===== config.mk =====
export PLATFORM = sky130hd
export DESIGN_NAME = msx_sdram_arbiter
export DESIGN_NICKNAME = d
export VERILOG_FILES = /design/src/rtl/msx_sdram_pkg.sv /design/src/rtl/msx_sdram_refresh_timer.sv /design/src/rtl/msx_sdram_arbiter.sv
export SDC_FILE = /design/constraint.sdc
export NUM_CORES = 1
export LEC_CHECK = 0
export BUFFER_PORTS_ARGS = -buffer_cell sky130_fd_sc_hd__clkbuf_2
export CAP_MARGIN = 20
export CORE_MARGIN = 5
export CORE_UTILIZATION = 50
export DETAILED_ROUTE_END_ITERATION = 16
export GPL_TIMING_DRIVEN = 0
export PLACE_DENSITY_LB_ADDON = 0.1
export SYNTH_ARGS = -nofsm -noshare
export SYNTH_HDL_FRONTEND = slang
export SYNTH_SLANG_ARGS = --single-unit

===== constraint.sdc =====
create_clock -name clk -period 3.12 [get_ports clk]
set_input_delay 0.624 -clock clk [delete_from_list [all_inputs] [get_ports clk]]
set_output_delay 0.624 -clock clk [all_outputs]
set_load 0.02 [all_outputs]

===== src/rtl/msx_sdram_pkg.sv =====
// Shared types and helpers for the MSX SDRAM command-port arbiter.
package msx_sdram_pkg;

  localparam int CPU_ADDR_W  = 23;
  localparam int WORD_ADDR_W = 21;

  typedef enum logic [1:0] {
    OWNER_NONE    = 2'd0,
    OWNER_CPU     = 2'd1,
    OWNER_VDP     = 2'd2,
    OWNER_REFRESH = 2'd3
  } owner_e;

  typedef enum logic [1:0] {
    ST_IDLE      = 2'd0,
    ST_ISSUE     = 2'd1,
    ST_WAIT_DATA = 2'd2
  } state_e;

  // DQM for a single-byte write: every lane masked except the addressed one.
  function automatic logic [3:0] lane_mask(input logic [1:0] lane);
    return ~(4'b0001 << lane);
  endfunction

  function automatic logic [7:0] lane_byte(input logic [31:0] word, input logic [1:0] lane);
    return word[8*lane +: 8];
  endfunction

endpackage


===== src/rtl/msx_sdram_refresh_timer.sv =====
// Auto-refresh interval counter with a saturating count of owed refreshes.
module msx_sdram_refresh_timer #(
  parameter int INTERVAL = 660,
  parameter int URGENT   = 3,
  parameter int PW       = 2
) (
  input  logic          clk,
  input  logic          reset,
  input  logic          done,
  output logic [PW-1:0] pending
);
  localparam int CW = $clog2(INTERVAL + 1);

  logic [CW-1:0] cnt_q, cnt_d;
  logic [PW-1:0] pending_q, pending_d;
  logic          tick;

  assign tick    = (cnt_q == CW'(INTERVAL - 1));
  assign pending = pending_q;

  // Interval wrap and pending bookkeeping; a coincident tick and done cancel out
  always_comb begin
    cnt_d     = cnt_q;
    pending_d = pending_q;
    if (tick) begin
      cnt_d = {CW{1'b0}};
    end else begin
      cnt_d = cnt_q + CW'(1);
    end
    if (tick && !done) begin
      if (pending_q < PW'(URGENT)) begin
        pending_d = pending_q + PW'(1);
      end else begin
        pending_d = pending_q;
      end
    end else if (!tick && done && (pending_q != {PW{1'b0}})) begin
      pending_d = pending_q - PW'(1);
    end else begin
      pending_d = pending_q;
    end
  end

  // State registers
  always_ff @(posedge clk) begin
    if (reset) begin
      cnt_q     <= {CW{1'b0}};
      pending_q <= {PW{1'b0}};
    end else begin
      cnt_q     <= cnt_d;
      pending_q <= pending_d;
    end
  end

endmodule


===== src/rtl/msx_sdram_arbiter.sv =====
// Fixed-priority SDRAM command-port arbiter for CPU, video fetch and auto-refresh.
module msx_sdram_arbiter
  import msx_sdram_pkg::*;
#(
  parameter int REFRESH_INTERVAL = 660,
  parameter int REFRESH_URGENT   = 3
) (
  input  logic                   clk,
  input  logic                   reset,
  input  logic                   cpu_req,
  input  logic                   cpu_wr,
  input  logic [CPU_ADDR_W-1:0]  cpu_address,
  input  logic [7:0]             cpu_wdata,
  output logic                   cpu_ack,
  output logic [7:0]             cpu_rdata,
  output logic                   cpu_rdata_en,
  input  logic                   vdp_req,
  input  logic [WORD_ADDR_W-1:0] vdp_address,
  output logic                   vdp_ack,
  output logic [31:0]            vdp_rdata,
  output logic                   vdp_rdata_en,
  output logic                   mem_req,
  input  logic                   mem_ack,
  output logic                   mem_wr,
  output logic                   mem_refresh,
  output logic [WORD_ADDR_W-1:0] mem_address,
  output logic [31:0]            mem_wdata,
  output logic [3:0]             mem_wdata_mask,
  input  logic [31:0]            mem_rdata,
  input  logic                   mem_rdata_en
);
  localparam int PW = $clog2(REFRESH_URGENT + 1);

  state_e                 state_q, state_d;
  owner_e                 owner_q, owner_d;
  logic [1:0]             lane_q, lane_d;
  logic                   mem_req_q, mem_req_d, mem_wr_q, mem_wr_d, mem_refresh_q, mem_refresh_d;
  logic [WORD_ADDR_W-1:0] mem_address_q, mem_address_d;
  logic [31:0]            mem_wdata_q, mem_wdata_d, vdp_rdata_q, vdp_rdata_d;
  logic [3:0]             mem_mask_q, mem_mask_d;
  logic                   cpu_ack_q, cpu_ack_d, vdp_ack_q, vdp_ack_d;
  logic                   cpu_rdata_en_q, cpu_rdata_en_d, vdp_rdata_en_q, vdp_rdata_en_d;
  logic [7:0]             cpu_rdata_q, cpu_rdata_d;
  logic [PW-1:0]          pending;
  logic                   refresh_done, take_refresh;

  msx_sdram_refresh_timer #(
    .INTERVAL (REFRESH_INTERVAL),
    .URGENT   (REFRESH_URGENT),
    .PW       (PW)
  ) u_refresh_timer (
    .clk     (clk),
    .reset   (reset),
    .done    (refresh_done),
    .pending (pending)
  );

  // Urgent refresh beats everyone; an ordinary owed refresh only fills idle slots
  assign take_refresh = (pending >= PW'(REFRESH_URGENT)) ||
                        (!vdp_req && !cpu_req && (pending != {PW{1'b0}}));

  // Arbitration, command sequencing and byte-lane steering
  always_comb begin
    state_d        = state_q;
    owner_d        = owner_q;
    lane_d         = lane_q;
    mem_req_d      = mem_req_q;
    mem_wr_d       = mem_wr_q;
    mem_refresh_d  = mem_refresh_q;
    mem_address_d  = mem_address_q;
    mem_wdata_d    = mem_wdata_q;
    mem_mask_d     = mem_mask_q;
    cpu_ack_d      = 1'b0;
    vdp_ack_d      = 1'b0;
    cpu_rdata_en_d = 1'b0;
    vdp_rdata_en_d = 1'b0;
    cpu_rdata_d    = cpu_rdata_q;
    vdp_rdata_d    = vdp_rdata_q;
    refresh_done   = 1'b0;
    case (state_q)
      ST_IDLE: begin
        if (take_refresh) begin
          state_d       = ST_ISSUE;
          owner_d       = OWNER_REFRESH;
          mem_req_d     = 1'b1;
          mem_wr_d      = 1'b0;
          mem_refresh_d = 1'b1;
          mem_address_d = {WORD_ADDR_W{1'b0}};
          mem_wdata_d   = 32'h0000_0000;
          mem_mask_d    = 4'b0000;
        end else if (vdp_req) begin
          state_d       = ST_ISSUE;
          owner_d       = OWNER_VDP;
          vdp_ack_d     = 1'b1;
          mem_req_d     = 1'b1;
          mem_wr_d      = 1'b0;
          mem_refresh_d = 1'b0;
          mem_address_d = vdp_address;
          mem_wdata_d   = 32'h0000_0000;
          mem_mask_d    = 4'b0000;
        end else if (cpu_req) begin
          state_d       = ST_ISSUE;
          owner_d       = OWNER_CPU;
          cpu_ack_d     = 1'b1;
          lane_d        = cpu_address[1:0];
          mem_req_d     = 1'b1;
          mem_wr_d      = cpu_wr;
          mem_refresh_d = 1'b0;
          mem_address_d = cpu_address[CPU_ADDR_W-1:2];
          mem_wdata_d   = {4{cpu_wdata}};
          mem_mask_d    = cpu_wr ? lane_mask(cpu_address[1:0]) : 4'b0000;
        end else begin
          state_d = ST_IDLE;
        end
      end
      ST_ISSUE: begin
        if (mem_ack) begin
          mem_req_d     = 1'b0;
          mem_wr_d      = 1'b0;
          mem_refresh_d = 1'b0;
          refresh_done  = (owner_q == OWNER_REFRESH);
          if (mem_wr_q || mem_refresh_q) begin
            state_d = ST_IDLE;
            owner_d = OWNER_NONE;
          end else begin
            state_d = ST_WAIT_DATA;
          end
        end else begin
          state_d = ST_ISSUE;
        end
      end
      ST_WAIT_DATA: begin
        if (mem_rdata_en) begin
          state_d = ST_IDLE;
          owner_d = OWNER_NONE;
          if (owner_q == OWNER_CPU) begin
            cpu_rdata_en_d = 1'b1;
            cpu_rdata_d    = lane_byte(mem_rdata, lane_q);
          end else if (owner_q == OWNER_VDP) begin
            vdp_rdata_en_d = 1'b1;
            vdp_rdata_d    = mem_rdata;
          end else begin
            cpu_rdata_d = cpu_rdata_q;
          end
        end else begin
          state_d = ST_WAIT_DATA;
        end
      end
      default: begin
        state_d   = ST_IDLE;
        owner_d   = OWNER_NONE;
        mem_req_d = 1'b0;
      end
    endcase
  end

  // State and output registers
  always_ff @(posedge clk) begin
    if (reset) begin
      state_q        <= ST_IDLE;
      owner_q        <= OWNER_NONE;
      lane_q         <= 2'b00;
      mem_req_q      <= 1'b0;
      mem_wr_q       <= 1'b0;
      mem_refresh_q  <= 1'b0;
      mem_address_q  <= {WORD_ADDR_W{1'b0}};
      mem_wdata_q    <= 32'h0000_0000;
      mem_mask_q     <= 4'b0000;
      cpu_ack_q      <= 1'b0;
      vdp_ack_q      <= 1'b0;
      cpu_rdata_en_q <= 1'b0;
      vdp_rdata_en_q <= 1'b0;
      cpu_rdata_q    <= 8'h00;
      vdp_rdata_q    <= 32'h0000_0000;
    end else begin
      state_q        <= state_d;
      owner_q        <= owner_d;
      lane_q         <= lane_d;
      mem_req_q      <= mem_req_d;
      mem_wr_q       <= mem_wr_d;
      mem_refresh_q  <= mem_refresh_d;
      mem_address_q  <= mem_address_d;
      mem_wdata_q    <= mem_wdata_d;
      mem_mask_q     <= mem_mask_d;
      cpu_ack_q      <= cpu_ack_d;
      vdp_ack_q      <= vdp_ack_d;
      cpu_rdata_en_q <= cpu_rdata_en_d;
      vdp_rdata_en_q <= vdp_rdata_en_d;
      cpu_rdata_q    <= cpu_rdata_d;
      vdp_rdata_q    <= vdp_rdata_d;
    end
  end

  assign cpu_ack        = cpu_ack_q;
  assign cpu_rdata      = cpu_rdata_q;
  assign cpu_rdata_en   = cpu_rdata_en_q;
  assign vdp_ack        = vdp_ack_q;
  assign vdp_rdata      = vdp_rdata_q;
  assign vdp_rdata_en   = vdp_rdata_en_q;
  assign mem_req        = mem_req_q;
  assign mem_wr         = mem_wr_q;
  assign mem_refresh    = mem_refresh_q;
  assign mem_address    = mem_address_q;
  assign mem_wdata      = mem_wdata_q;
  assign mem_wdata_mask = mem_mask_q;

endmodule


======== After elaboration in Yosys (flattened, before gate mapping) ========
Index checks and enable logic that the tools add are counted.
operators by class
  divide/modulo/power cells ............... 0
  multiplexer cells ....................... 46
  reductions and logical operators ........ 29
  magnitude comparators ................... 2
  bitwise operators ....................... 7
  shifts and indexed selects .............. 2
  add/sub/neg operators ................... 3
  multiply operators ...................... 0
  eq/ne operators ......................... 11
operator list
  cell                                                  count
  2-to-1 mux 32 bit                                     3
  2-to-1 mux 21 bit                                     3
  variable part select 32 x 6 -> 8 bit                  1
  2-to-1 mux 2 bit                                      12
  2-to-1 mux 1 bit                                      19
  2-to-1 mux 4 bit                                      4
  one-hot mux 2 bit (3 select lines)                    2
  AND reduction 4 bit                                   3
  adder 10 x 1 -> 10 bit (second input constant)        1
  equality test 10 bit (second input constant)          1
  AND reduction 3 bit                                   3
  inequality test 2 bit (second input constant)         4
  OR reduction 4 bit                                    2
  equality test 2 bit (second input constant)           3
  NOT 1 bit                                             6
  nonzero test 2 bit                                    3
  OR reduction 3 bit                                    2
  logical AND 1 bit                                     5
  equality test 2 x 1 -> 1 bit (second input constant)  2
  logical NOT 1 bit                                     4
  inequality test 4 bit (second input constant)         1
  NOT 4 bit                                             1
  one-hot mux 1 bit (2 select lines)                    2
  AND reduction 2 bit                                   2
  10 further kinds                                      11
word-level totals
  output and inout port bits .............. 104
  memories kept ........................... 0
  ROM bits ................................ 0
  latch bits .............................. 0
  input port bits ......................... 91
  register bits ........................... 122
  bits in writable memories ............... 0
  logic and storage cells ................. 117

======== Longest topological paths before layout ========
  depth after elaboration ................. 7
  mapped depth ............................ 7
  gate-level depth less buffers ........... 5

======== By module ========
From an unflattened synthesis, not the netlist that was laid out.
unflattened totals
  cells, all modules ...................... 436
  area, all modules ....................... 4182.8 sq um
by module, submodules not included
  module                   area each (sq um)  cells each  instances  sequential area each (sq um)
  msx_sdram_arbiter        3552.2             366         1          1721.7
  msx_sdram_refresh_timer  630.6              70          1          240.2

======== Least setup slack after synthesis ========
OpenSTA, ideal clock, no wires.
  path kind ............................... input to register
  start point ............................. in vdp_req
  end point ............................... reg owner_q[0]
  setup time .............................. 127 ps
  required time ........................... 2993 ps
  path buffers ............................ 1
  setup slack ............................. 1307 ps
  stages .................................. 5
  arrival time ............................ 1686 ps
  path through ............................ buf_2 > or4_4 > and2_4 > o21ai_1 > o41ai_2
on the way
  word-level cells in the longest chain between the ends .. 6
  elaborated cells on any way between the ends .. 9
  classes of those cells .................. eq/ne: 1; mux: 3; reduce/logical: 5
RTL lines
  what                                                                                        RTL line                  RTL
  start, declared                                                                             msx_sdram_arbiter.sv:17   input logic vdp_req,
  logical NOT 1 bit                                                                           msx_sdram_arbiter.sv:60   (!vdp_req && !cpu_req && (pending != {PW{1'b0}}));
  logical AND 1 bit (2 in series)                                                             msx_sdram_arbiter.sv:60
  logical OR 1 bit                                                                            msx_sdram_arbiter.sv:59   assign take_refresh = (pending >= PW'(REFRESH_URGENT)) ||
  inequality test 4 bit (no line) / 2-to-1 mux 2 bit (equally long branches)                  -
  AND reduction 4 bit (no line) / one-hot mux 2 bit (3 select lines) (equally long branches)  -
  end signal, assigned                                                                        msx_sdram_arbiter.sv:177  owner_q <= owner_d;
  end, declared                                                                               msx_sdram_arbiter.sv:35   owner_e owner_q, owner_d;
Several ways; a longest one is shown, not always the timed one.
A chain may end at the register's enable or synchronous reset.

======== Worst setup path in the final report ========
  start point ............................. reg u_refresh_timer.pending_q[0], in the netlist u_refresh_timer.pending[0]
  end point ............................... reg mem_address_q[11], in the netlist mem_address[11]
on the way
  word-level cells in the longest chain between the ends .. 5
  elaborated cells on any way between the ends .. 7
  classes of those cells .................. order compare: 1; mux: 1; reduce/logical: 5
RTL lines
  what                                                                       RTL line                       RTL
  start, declared                                                            msx_sdram_refresh_timer.sv:15  logic [PW-1:0] pending_q, pending_d;
  start signal, assigned                                                     msx_sdram_refresh_timer.sv:47  pending_q <= {PW{1'b0}};
  start signal, assigned                                                     msx_sdram_refresh_timer.sv:50  pending_q <= pending_d;
  branches (longest 2 deep; another with greater-or-equal comparator 2 bit)  -
  logical OR 1 bit *                                                         msx_sdram_arbiter.sv:59
  nonzero test 3 bit (no line)                                               -
  AND reduction 2 bit (no line)                                              -
  end signal, assigned                                                       msx_sdram_arbiter.sv:166       mem_address_q <= {WORD_ADDR_W{1'b0}};
  end signal, assigned                                                       msx_sdram_arbiter.sv:182       mem_address_q <= mem_address_d;
  end, declared                                                              msx_sdram_arbiter.sv:38        logic [WORD_ADDR_W-1:0] mem_address_q, mem_address_d;
Every way passes the cells marked *.

==> metrics <==
status=completed; Ys Warns=0; hold path startpoint=u_refresh_timer.cnt_q[0]$_SDFF_PP0_; Yosys cell types=50; first-pass GRT wire length=17.8 mm; TritonCTS Buffers=9; pwr/cell area=481 nW/um^2; critical path class=flip-flop to flip-flop; RSZ-0062 raised after global routing=false; nets=744; number of synthesized flops with an enable pin=0; Root Driver=clkbuf_8; Die H=101 um; H-tree depth=3; hold path depth=1; worst r2r src=u_refresh_timer.pending[0]$_SDFFE_PP0P_; Crit Reg-Reg Endpoint=mem_address[11]$_SDFFE_PP0P_; via count=3972; Synth area leader=dfxtp_1; CP cell instances=nand2_2 > and3_1 > buf_2 > buf_2 > a222oi_1 > nor2_1; post-route clock period utilization=56.3%; sequential element share of the synthesized area=47.7%; Starting DRT DRC Count=206; synth cell count leaders=98 x dfxtp_1, 77 x nand2_1, 55 x nor2_1; syn_nets=541; I/O pin total=195; worst-path fanout max=10; CP required=3.35 ns; Reg2Reg Depth=6; flop-to-flop setup slack=1.36 ns; worst hold margin=0.440 ns; sequential share of power=50.6%; post-synthesis cell count=449; Final HPWL DP=9.22 mm; top cell type's share of synthesized area=47.7%; main combinational cell family by area after synthesis=simple AND/OR/NAND/NOR gates; vias in the first global route=3756; MaxCap Viol Count=0; WL/cell=15.4 um; P_sw=0.670 mW; Sinks on Clock Net=98; Most used DFF post-synth=dfxtp_1; antenna violations before repair=0; f_max=570 MHz; Tmin final=1.76 ns; worst skew pair latency=0.35 ns; remaining antenna violation count=0; Mapped Avg Cell Area=9.15 um^2; Fin Clk Skew=0.00992 ns; final hold viol count=0; hold-fix buffer count after cts=0; Core Footprint=8090 um^2; # DRC=0; Final setup viols=0; Max Root-Sink Buffers=2; CTS tree=done; CP Buf/Inv Count=2; CP delay by family, top=flip-flops; P_leak=2.52 nW; Total Routing Usage GR=22.0%; Worst Hold Class=flip-flop to flip-flop; internal power=1.94 mW; most numerous cell in the Yosys netlist=dfxtp_1; xor/xnor share of the synthesized area=1.70%; Syn-to-layout area delta=31.9%; share of cells above drive strength 1=40.3%; Slew @ Worst Pin=0.587 ns; FFs w/ async S/R, synth=0%; Compound-Gate Fraction of Synth Area=15.0%; Overflow after GRT=0; pins over their slew limit=0; Slowest cell on crit path=dfxtp_1; Initial Util=50.8%; DR vias/cell=5.21; largest net degree at the start of global routing=16; hold endpoint=u_refresh_timer.cnt_q[0]$_SDFF_PP0_; critical path startpoint category=flip-flop; Die X-Extent=101 um; VDD IR max=0.287 mV; combinational share of power=15.2%; first-pass iteration count of the detailed router=10; setup bufs post-CTS=0; CP arrival=1.99 ns; top cells by area, synth=dfxtp_1 48%, nand2_1 7.0%, buf_4 5.3%; FP Rows=33; Synth Register Bits=98; simple-gate area share of the yosys netlist=19.0%; Post-Synth Adder-Cell Area=0.548%; synthesized area=4110 um^2; input/output buffers=192; clock share of power=34.2%; final wirelength=11.7 mm; post-CTS resize count=0; Slew HR=60.9%; mux contribution to synthesized area=6.82%; slowest stage delay, CP=0.49 ns; Top cell by count, worst path=buf_2; Diodes inserted=0; RD Place Congestion=0.842; clock-pin slew on the worst setup and hold paths=0.09 ns; total die area=10100 um^2; Worst setup EP type=flip-flop; switch share=25.7%; setup TNS=0 ns
-- state kept, by name (all words and copies together) (netlist names), 2 cells and up --
name and flops:
cpu_rdata 8, mem_wdata 8, vdp_rdata 32, lane_q 2, mem_address 21, state_q 2
mem_wdata_mask 4, u_refresh_timer.cnt_q 10, u_refresh_timer.pending 2, owner_q 2
-- power groups by stage --
stage / clock network (mW) / registers [mW] / logic, mW
floorplan: 0 / 1.39 / 0.201
global placement: 0 / 1.35 / 0.390
detailed placement: 0 / 1.35 / 0.398
CTS: 0.910 / 1.32 / 0.399
global route: 0.964 / 1.33 / 0.431
finish: 0.891 / 1.32 / 0.398
-- placed cells by master, fill, tap and decap left out, types with 2 or more instances in the layout --
cell type / synthesis / final
clkinvlp_4: 0 / 2
nor2b_1: 2 / 2
nand2b_1: 5 / 5
buf_1: 3 / 3
clkbuf_1: 11 / 13
dfxtp_1: 98 / 98
buf_2: 11 / 11
buf_6: 3 / 3
o21ai_0: 6 / 6
mux2i_1: 10 / 10
o211ai_1: 3 / 3
mux4_2: 8 / 8
nand2_1: 77 / 77
nor2_1: 55 / 55
nor3b_1: 3 / 3
buf_4: 29 / 29
and4b_1: 2 / 2
xnor2_1: 2 / 2
bufinv_16: 0 / 2
a31oi_1: 5 / 5
xor2_1: 6 / 6
clkbuf_8: 0 / 10
a32oi_1: 3 / 3
and3_1: 4 / 4
nand4_1: 7 / 7
a21oi_1: 38 / 38
a22oi_1: 9 / 9
a222oi_1: 17 / 17
inv_1: 5 / 5
clkbuf_2: 0 / 192
nand3_1: 3 / 3
o21ai_1: 2 / 2
-- worst max path at each step --
stage	from	to	slack, ns	cells after the start
floorplan	vdp_req	owner_q[0]$_SDFFE_PP0P_	1.31	5
global placement	reset	lane_q[0]$_SDFFE_PP0P_	1.01	4
detailed placement	reset	mem_wdata_mask[3]$_SDFFE_PP0P_	0.99	4
CTS	reset	lane_q[0]$_SDFFE_PP0P_	1.37	4
global route	reset	cpu_rdata[7]$_SDFFE_PP0P_	1.21	4
finish	u_refresh_timer.pending[0]$_SDFFE_PP0P_	mem_address[11]$_SDFFE_PP0P_	1.36	6
-- area by class of cell --
class | instances | area, um^2
buffer | 57 | 359
clock buffer | 12 | 145
clock inverter | 4 | 75.1
fill | 689 | 2670
inverter | 5 | 18.8
multi-input combinational | 289 | 1770
sequential | 98 | 1960
tap | 105 | 131
timing repair buffer | 192 | 961
-- per-layer routing --
metal  track usage [%]  up-vias  wire length (um)
li1                  -     1951                 -
met3              6.16       13              1220
met1              26.7     1839              4680
met4              6.63        0               169
met5                 0        -                 0
met2              37.8      169              5640
-- stage by stage --
step	power, mW	cells	instance area, um^2	util [%]	setup WS, ns
after floorplan	1.59	449	4110	-	1.31
final	2.61	762	5420	67.0	1.36
after CTS	2.63	762	5420	67.0	1.37
after global placement	1.74	746	5200	64.3	1.01
after detailed placement	1.75	746	5200	64.3	0.992
after global routing	2.72	762	5420	67.0	1.21
-- kinds of logic (layout without fill, tap and decap cells) --
kind of cell	after synthesis	after routing
buf+inv	62	270
mux	18	18
compound gates	90	90
simple gates	171	171
flops	98	98
fa+ha+maj	2	2
xor+xnor	8	8
-- worst register-to-register path, cell delays in order (launching register included) --
cell	delay (ns)
dfxtp_1	0.49
nand2_2	0.17
and3_1	0.20
buf_2	0.17
buf_2	0.20
a222oi_1	0.35
nor2_1	0.07
No activity file was read; power rests on OpenSTA's default activity.
